==> config.mk <==
export PLATFORM = sky130hd
export DESIGN_NAME = dma_axil_reg_slave
export DESIGN_NICKNAME = d
export VERILOG_FILES = /design/src/rtl/dma_axil_pkg.sv /design/src/rtl/axil_wr_capture.sv /design/src/rtl/dma_axil_reg_slave.sv
export SDC_FILE = /design/constraint.sdc
export NUM_CORES = 1
export LEC_CHECK = 0
export ABC_AREA = 0
export BUFFER_PORTS_ARGS = -buffer_cell sky130_fd_sc_hd__buf_2
export CORE_MARGIN = 3
export CORE_UTILIZATION = 45
export DETAILED_ROUTE_END_ITERATION = 10
export PLACE_DENSITY = 0.72
export SLEW_MARGIN = 5
export SYNTH_ARGS = -nofsm -noshare
export SYNTH_HDL_FRONTEND = slang
export SYNTH_SLANG_ARGS = --single-unit
export TNS_END_PERCENT = 50
==> constraint.sdc <==
create_clock -name clk -period 4.1 [get_ports clk]
set_input_delay 0.41 -clock clk [delete_from_list [all_inputs] [get_ports clk]]
set_output_delay 0.41 -clock clk [all_outputs]
set_load 0.01 [all_outputs]
==> src/rtl/dma_axil_pkg.sv <==
// Shared constants for the DMA AXI4-Lite register slave: register offsets,
// CTRL/STATUS bit positions and AXI response codes.
package dma_axil_pkg;

  localparam logic [31:0] OFF_CTRL   = 32'h0000_0000;
  localparam logic [31:0] OFF_STATUS = 32'h0000_0004;
  localparam logic [31:0] OFF_SRC    = 32'h0000_0018;
  localparam logic [31:0] OFF_LEN    = 32'h0000_0028;

  localparam int CTRL_RS       = 0;
  localparam int CTRL_SOFT_RST = 2;
  localparam int CTRL_IOC_EN   = 12;

  localparam int STATUS_HALTED = 0;
  localparam int STATUS_IDLE   = 1;
  localparam int STATUS_IOC    = 12;

  localparam logic [1:0] RESP_OKAY   = 2'b00;
  localparam logic [1:0] RESP_SLVERR = 2'b10;

endpackage

==> src/rtl/axil_wr_capture.sv <==
// AXI4-Lite write-side front end: independent AW/W hold registers, ready
// generation and a single-cycle commit strobe once address and data are both available.
module axil_wr_capture #(
  parameter int ADDR_W = 10
) (
  input  logic              clk,
  input  logic              rst,
  input  logic [ADDR_W-1:0] awaddr_i,
  input  logic              awvalid_i,
  output logic              awready_o,
  input  logic [31:0]       wdata_i,
  input  logic              wvalid_i,
  output logic              wready_o,
  input  logic              bvalid_i,
  output logic              commit_o,
  output logic [ADDR_W-1:0] commit_addr_o,
  output logic [31:0]       commit_data_o
);

  logic              aw_held_q;
  logic [ADDR_W-1:0] aw_addr_q;
  logic              w_held_q;
  logic [31:0]       w_data_q;
  logic              aw_hs_s;
  logic              w_hs_s;

  assign awready_o     = ~aw_held_q & ~bvalid_i;
  assign wready_o      = ~w_held_q & ~bvalid_i;
  assign aw_hs_s       = awvalid_i & awready_o;
  assign w_hs_s        = wvalid_i & wready_o;
  assign commit_o      = (aw_held_q | aw_hs_s) & (w_held_q | w_hs_s);
  assign commit_addr_o = aw_held_q ? aw_addr_q : awaddr_i;
  assign commit_data_o = w_held_q ? w_data_q : wdata_i;

  always_ff @(posedge clk or posedge rst) begin
    if (rst) begin
      aw_held_q <= 1'b0;
      aw_addr_q <= '0;
      w_held_q  <= 1'b0;
      w_data_q  <= 32'h0;
    end else if (commit_o) begin
      aw_held_q <= 1'b0;
      w_held_q  <= 1'b0;
    end else begin
      if (aw_hs_s) begin
        aw_held_q <= 1'b1;
        aw_addr_q <= awaddr_i;
      end
      if (w_hs_s) begin
        w_held_q <= 1'b1;
        w_data_q <= wdata_i;
      end
    end
  end

endmodule

==> src/rtl/dma_axil_reg_slave.sv <==
// DMA config/status register block behind an AXI4-Lite slave port.
// Define DMA_AXIL_READ_EN to build the register read mux; otherwise reads return 0 with SLVERR.
module dma_axil_reg_slave
  import dma_axil_pkg::*;
#(
  parameter int ADDR_W = 10,
  parameter int LEN_W  = 26
) (
  input  logic              clk,
  input  logic              rst,
  input  logic [ADDR_W-1:0] s_axil_awaddr,
  input  logic              s_axil_awvalid,
  output logic              s_axil_awready,
  input  logic [31:0]       s_axil_wdata,
  input  logic              s_axil_wvalid,
  output logic              s_axil_wready,
  output logic [1:0]        s_axil_bresp,
  output logic              s_axil_bvalid,
  input  logic              s_axil_bready,
  input  logic [ADDR_W-1:0] s_axil_araddr,
  input  logic              s_axil_arvalid,
  output logic              s_axil_arready,
  output logic [31:0]       s_axil_rdata,
  output logic [1:0]        s_axil_rresp,
  output logic              s_axil_rvalid,
  input  logic              s_axil_rready,
  output logic [31:0]       dma_src_addr,
  output logic [LEN_W-1:0]  dma_len,
  output logic              dma_start,
  input  logic              dma_done,
  output logic              irq
);

  logic              rs_q, rs_d, ioc_en_q, ioc_en_d, ioc_q, ioc_d, busy_q, busy_d;
  logic              start_q, start_d, irq_q, irq_d;
  logic [31:0]       src_q, src_d;
  logic [LEN_W-1:0]  len_q, len_d;
  logic              bvalid_q, bvalid_d, rvalid_q, rvalid_d;
  logic [1:0]        bresp_q, bresp_d, rresp_q, rresp_d;
  logic [31:0]       rdata_q, rdata_d;
  logic              wr_commit_s, wr_ok_s;
  logic [ADDR_W-1:0] wr_addr_s;
  logic [31:0]       wr_data_s, wr_off_s;
  logic [31:0]       rd_data_s;
  logic [1:0]        rd_resp_s;

  axil_wr_capture #(.ADDR_W(ADDR_W)) u_wr_capture (
    .clk           (clk),
    .rst           (rst),
    .awaddr_i      (s_axil_awaddr),
    .awvalid_i     (s_axil_awvalid),
    .awready_o     (s_axil_awready),
    .wdata_i       (s_axil_wdata),
    .wvalid_i      (s_axil_wvalid),
    .wready_o      (s_axil_wready),
    .bvalid_i      (bvalid_q),
    .commit_o      (wr_commit_s),
    .commit_addr_o (wr_addr_s),
    .commit_data_o (wr_data_s)
  );

  assign wr_off_s = {{(32-ADDR_W){1'b0}}, wr_addr_s};

`ifdef DMA_AXIL_READ_EN
  logic [31:0] rd_off_s;
  assign rd_off_s = {{(32-ADDR_W){1'b0}}, s_axil_araddr};

  // Register read mux; anything not on an aligned mapped offset is an error
  always_comb begin
    rd_data_s = 32'h0;
    rd_resp_s = RESP_OKAY;
    case (rd_off_s)
      OFF_CTRL: begin
        rd_data_s[CTRL_RS]     = rs_q;
        rd_data_s[CTRL_IOC_EN] = ioc_en_q;
      end
      OFF_STATUS: begin
        rd_data_s[STATUS_HALTED] = ~rs_q;
        rd_data_s[STATUS_IDLE]   = ~busy_q;
        rd_data_s[STATUS_IOC]    = ioc_q;
      end
      OFF_SRC: rd_data_s = src_q;
      OFF_LEN: rd_data_s[LEN_W-1:0] = len_q;
      default: rd_resp_s = RESP_SLVERR;
    endcase
  end
`else
  logic unused_araddr_s;
  assign unused_araddr_s = ^s_axil_araddr;
  assign rd_data_s = 32'h0;
  assign rd_resp_s = RESP_SLVERR;
`endif

  // Next-state: write decode, completion, soft reset and channel handshakes
  always_comb begin
    rs_d     = rs_q;
    ioc_en_d = ioc_en_q;
    ioc_d    = ioc_q;
    busy_d   = busy_q;
    src_d    = src_q;
    len_d    = len_q;
    start_d  = 1'b0;
    wr_ok_s  = 1'b0;
    if (wr_commit_s && (wr_addr_s[1:0] == 2'b00)) begin
      case (wr_off_s)
        OFF_CTRL: begin
          wr_ok_s  = 1'b1;
          rs_d     = wr_data_s[CTRL_RS];
          ioc_en_d = wr_data_s[CTRL_IOC_EN];
        end
        OFF_STATUS: begin
          wr_ok_s = 1'b1;
          if (wr_data_s[STATUS_IOC]) ioc_d = 1'b0;
          else                       ioc_d = ioc_q;
        end
        OFF_SRC: begin
          wr_ok_s = 1'b1;
          src_d   = wr_data_s;
        end
        OFF_LEN: begin
          if (!busy_q) begin
            wr_ok_s = 1'b1;
            len_d   = wr_data_s[LEN_W-1:0];
            if (rs_q && (wr_data_s[LEN_W-1:0] != '0)) begin
              start_d = 1'b1;
              busy_d  = 1'b1;
            end else begin
              start_d = 1'b0;
            end
          end else begin
            wr_ok_s = 1'b0;
          end
        end
        default: wr_ok_s = 1'b0;
      endcase
    end else begin
      wr_ok_s = 1'b0;
    end
    // Completion is applied after the W1C so a same-cycle set wins
    if (dma_done && busy_q) begin
      busy_d = 1'b0;
      ioc_d  = 1'b1;
    end else begin
      busy_d = busy_d;
    end
    if (wr_ok_s && (wr_off_s == OFF_CTRL) && wr_data_s[CTRL_SOFT_RST]) begin
      rs_d     = 1'b0;
      ioc_en_d = 1'b0;
      src_d    = 32'h0;
      len_d    = '0;
      ioc_d    = 1'b0;
      busy_d   = 1'b0;
      start_d  = 1'b0;
    end else begin
      rs_d = rs_d;
    end
    irq_d = ioc_d & ioc_en_d;

    if (wr_commit_s) begin
      bvalid_d = 1'b1;
      bresp_d  = wr_ok_s ? RESP_OKAY : RESP_SLVERR;
    end else if (bvalid_q && s_axil_bready) begin
      bvalid_d = 1'b0;
      bresp_d  = RESP_OKAY;
    end else begin
      bvalid_d = bvalid_q;
      bresp_d  = bresp_q;
    end

    if (s_axil_arvalid && !rvalid_q) begin
      rvalid_d = 1'b1;
      rdata_d  = rd_data_s;
      rresp_d  = rd_resp_s;
    end else if (rvalid_q && s_axil_rready) begin
      rvalid_d = 1'b0;
      rdata_d  = rdata_q;
      rresp_d  = rresp_q;
    end else begin
      rvalid_d = rvalid_q;
      rdata_d  = rdata_q;
      rresp_d  = rresp_q;
    end
  end

  // State registers
  always_ff @(posedge clk or posedge rst) begin
    if (rst) begin
      rs_q     <= 1'b0;
      ioc_en_q <= 1'b0;
      ioc_q    <= 1'b0;
      busy_q   <= 1'b0;
      start_q  <= 1'b0;
      irq_q    <= 1'b0;
      src_q    <= 32'h0;
      len_q    <= '0;
      bvalid_q <= 1'b0;
      bresp_q  <= RESP_OKAY;
      rvalid_q <= 1'b0;
      rresp_q  <= RESP_OKAY;
      rdata_q  <= 32'h0;
    end else begin
      rs_q     <= rs_d;
      ioc_en_q <= ioc_en_d;
      ioc_q    <= ioc_d;
      busy_q   <= busy_d;
      start_q  <= start_d;
      irq_q    <= irq_d;
      src_q    <= src_d;
      len_q    <= len_d;
      bvalid_q <= bvalid_d;
      bresp_q  <= bresp_d;
      rvalid_q <= rvalid_d;
      rresp_q  <= rresp_d;
      rdata_q  <= rdata_d;
    end
  end

  assign s_axil_bvalid  = bvalid_q;
  assign s_axil_bresp   = bresp_q;
  assign s_axil_arready = ~rvalid_q;
  assign s_axil_rvalid  = rvalid_q;
  assign s_axil_rdata   = rdata_q;
  assign s_axil_rresp   = rresp_q;
  assign dma_src_addr   = src_q;
  assign dma_len        = len_q;
  assign dma_start      = start_q;
  assign irq            = irq_q;

endmodule
==> run summary <==
Measured against its own limit, the worst slew margin works out to 0.418. Entering global routing, the biggest net connects 50 pins. The arrival time reported for the critical path endpoint came out at 3230 ps.

The synthesized area per cell is between 10 and 15 um^2. The average vias per placed instance is approximately 5.4. Of the total synthesized cell area, the portion taken by full adders, half adders and majority gates is 0.

The number of cell instances on the worst register-to-register path is 6. The die outline area is 0.0124 mm^2. The number of endpoints with negative hold slack in the final report is 0. The initial utilization of the core area, before any placement, comes to 0.473. STA classifies the critical path endpoint as a register.

The final total negative setup slack is 0 ps. The number of endpoints failing setup at the final stage came out at 0. The highest achievable clock rate is roughly 340 MHz. The overall power consumption is 3.35 mW. The routed length on met3 is 813 um.

Across the VDD grid, the largest voltage drop is 0.276 mV. The aggregate global routing overflow came out at 0. In the global route stage, overall resource usage came out at 0.194. The count of yosys warnings during synthesis is 0. Setup repair after global routing left no endpoint under its margin.

The residual DRC count came out at 0. After synthesis, the largest family of logic cells by area is multiplexers. The final period utilization came out at 0.719.

The area share of and/or/nand/nor cells after synthesis came out at 0.0652. Of the total synthesized cell area, the portion taken by XOR and XNOR cells is 0. The worst setup path is of the reg2reg kind. The I/O pin count is around 160. The routed wire length on met2 is 5630 um.

From left edge to right edge, the die measures 111 um. The portion of netlist area occupied by mux cells came out at 0.174. The flow ran to the end, and the final reports show no timing, DRC or antenna violations. The number of buffers added by the clock tree synthesis step came out at 9.

The number of maximum-capacitance violations is 0. The number of H-tree branching levels is 3. The initial antenna violation count came to 0. The startpoint type of the worst setup path is a register. In this run the cell area of the synthesized design comes to 0.00499 mm^2. The via count of the first global-routing pass came to 3619. The highest layer touched by signal routing is met4. The detailed-routing wirelength on met1 came out at 5330 um.

The number of rows in the core area came out at 37. The post-detailed-routing wire length is 11900 um. The TritonCTS clock tree is done. The final estimated routing congestion in global placement came out at 0.787. Of the cells placed in the final design, the portion with a size suffix greater than 1 is 0.375.

The placeable core region is between 0.01 and 0.015 mm^2. For this block, the initial DRC count from the detailed router was 191. The via count came out at 3499. The number of storage elements in the synthesis netlist came out at 112. The post-synthesis compound-gate area fraction was 0.126. The post-route minimum period is just under 3000 ps. The final-report max-slew violation count is 0. The number of setup buffers added after CTS came out at 0. The clock insertion delay at the later pin of the skew report is 380 ps. The sequential cells in the finished layout cover a total of 0.00280 mm^2. The layout overhead on the synthesized area came out at 17.0%. The number of buffers added on ports is 116. The clock slew seen by the registers of the worst setup and hold paths came out at 100 ps.

In this run the static leakage power is roughly 2.7 nW. The path class of the tightest hold or removal check is in2reg. The cell count of the worst hold path came out at 2. The cell count after synthesis is 389. The clock sink count is around 110.

The buffer levels on the longest clock path is 2. The share of the Yosys chip area taken by registers is 0.562. The number of iterations in the first detailed-routing pass came out at 4. The average wire per standard cell came out at 18.5 um. The number of diodes added for antenna fixing came out at 0.

The clock skew is 8.84 ps. The total area of multi-input combinational cells came out at between 0.0015 and 0.002 mm^2. The required time reported for the critical path endpoint is 4380 ps. In this run the vertical extent of the chip is 111 um. The first global-routing pass estimated 19300 um of wire. At the pin with the least slew margin, the transition time is roughly 860 ps. In this run the worst path has a maximum fanout of 30. The net count of the finished layout is ~570. The setup slack of the most critical reg-to-reg path is 1150 ps.

The netlist uses between 40 and 50 different library cells. The wire-length estimate of the detail-placed layout is 8330 um. In this run the power density over the cells is 574 mW/mm^2. The number of fill cells came out at 925. The residual antenna-violating net count after detailed routing is 0. The cell sitting at the root of the clock tree is a clkbuf_8.
## worst paths after layout
kind / start / to
min in group asynchronous: rst / dma_src_addr[28]
worst min-delay path: s_axil_rready / s_axil_rvalid
worst max-delay path: u_wr_capture.aw_held_q / dma_src_addr[2]
max in group asynchronous: rst / dma_len[22]
worst max register to register: u_wr_capture.aw_held_q / dma_src_addr[2]
worst min register to register: s_axil_rresp[1] / s_axil_rresp[1]
## critical path: stages (launching register included)
cell	delay, ps
dfrtp_1	620
or3b_1	400
a222oi_1	650
nand4_1	420
o21a_1	280
buf_4	250
a21o_1	220
## cells in the mapped netlist (all sizes together)
cell type | instances | share of area
mux2 | 46 | 0.10
nor2 | 11 | 0.0083
and3 | 1 | 0.0013
and4 | 1 | 0.0018
a31oi | 1 | 0.0013
a41oi | 3 | 0.0053
clkbuf | 16 | 0.012
mux2i | 35 | 0.070
inv | 7 | 0.0053
nand4 | 3 | 0.0038
or3 | 1 | 0.0013
o21a | 1 | 0.0015
a21o | 2 | 0.0030
o22ai | 1 | 0.0013
nand3 | 2 | 0.0020
o21ai | 4 | 0.0040
nand3b | 4 | 0.0060
dfrtp | 112 | 0.56
a222oi | 1 | 0.0020
o2bb2ai | 53 | 0.093
o32ai | 1 | 0.0018
or3b | 2 | 0.0035
nor3b | 1 | 0.0015
buf | 38 | 0.055
and2 | 1 | 0.0013
a21oi | 5 | 0.0050
o31ai | 1 | 0.0015
or4 | 2 | 0.0030
or4b | 1 | 0.0020
nor4 | 12 | 0.015
nor2b | 1 | 0.0013
a22oi | 1 | 0.0015
o21bai | 1 | 0.0015
o41ai | 1 | 0.0018
nor3 | 3 | 0.0030
nand2 | 7 | 0.0053
nand2b | 4 | 0.0050
o311a | 1 | 0.0020
conb | 1 | 0.00075
## repair_timing
item / 4_1_cts / 5_1_grt
resized for setup: 0 / 0
hold buffers: 1 / 0
hold endpoints to repair: 23 / 0
## per-stage QoR
step / hold slack [ps] / setup WS (ps) / std cells / area, um^2 / utilization
after floorplan: 449 / 731 / 422 / 5110 / -
after global placement: 399 / 1290 / 629 / 5610 / 0.532
after detailed placement: 395 / 1220 / 629 / 5610 / 0.532
after CTS: 177 / 1200 / 646 / 5840 / 0.553
after global routing: 176 / 953 / 646 / 5840 / 0.553
final: 199 / 1150 / 646 / 5840 / 0.553
## cells by family (layout without fill, tap and decap cells)
kind of cell | count (synthesis) | after routing
flops | 112 | 112
mux | 81 | 81
compound gates | 77 | 77
buf+inv | 61 | 149
simple gates | 57 | 57
other cells | 1 | 34
## layout make-up
type,count,share of cell area
Clock inverter,3,0.00815
Tap cell,136,0.0292
Clock buffer,13,0.0289
Sequential cell,112,0.480
Multi-Input combinational cell,249,0.336
Timing Repair Buffer,126,0.113
Inverter,7,0.00493
## cell usage in the layout (no fill, tap or decap), types with 2 or more instances in the layout
| master | synthesis | final |
|---|---|---|
| nor2_1 | 11 | 11 |
| a21o_1 | 2 | 2 |
| nor3_1 | 3 | 3 |
| a41oi_1 | 3 | 2 |
| inv_1 | 7 | 6 |
| or4_1 | 2 | 2 |
| o2bb2ai_1 | 53 | 53 |
| conb_1 | 1 | 34 |
| nand2b_1 | 4 | 4 |
| nor4_1 | 12 | 12 |
| o21ai_0 | 4 | 4 |
| nand3b_1 | 4 | 4 |
| nand4_1 | 3 | 3 |
| mux2i_1 | 35 | 35 |
| buf_2 | 2 | 116 |
| mux2_2 | 46 | 46 |
| a21oi_1 | 5 | 5 |
| buf_4 | 34 | 9 |
| clkbuf_8 | 0 | 12 |
| nand3_1 | 2 | 2 |
| nand2_1 | 7 | 7 |
| dfrtp_1 | 112 | 111 |
## state kept, by name, indices dropped and copies added, names as in the netlist
register	flops
ioc_en_q	1
s_axil_bvalid	1
busy_q	1
u_wr_capture.aw_addr_q	10
ioc_q	1
u_wr_capture.w_held_q	1
u_wr_capture.aw_held_q	1
dma_len	26
s_axil_rresp	1
s_axil_bresp	1
u_wr_capture.w_data_q	32
dma_src_addr	32
irq	1
s_axil_rvalid	1
dma_start	1
rs_q	1
## layer usage
layer | GRT usage | up-vias
met5 | 0 | -
met4 | 0.0543 | 0
met3 | 0.0590 | 17
met2 | 0.307 | 133
met1 | 0.260 | 1743
li1 | - | 1606
## power by group
part,internal [mW],total [mW],switching [mW],leakage (nW)
sequential,1.43,1.66,0.235,1.33
combinational,0.501,0.987,0.485,1.25
clock,0.337,0.705,0.369,0.110
total,2.26,3.35,1.09,2.69
(Power assumes the default switching activity.)
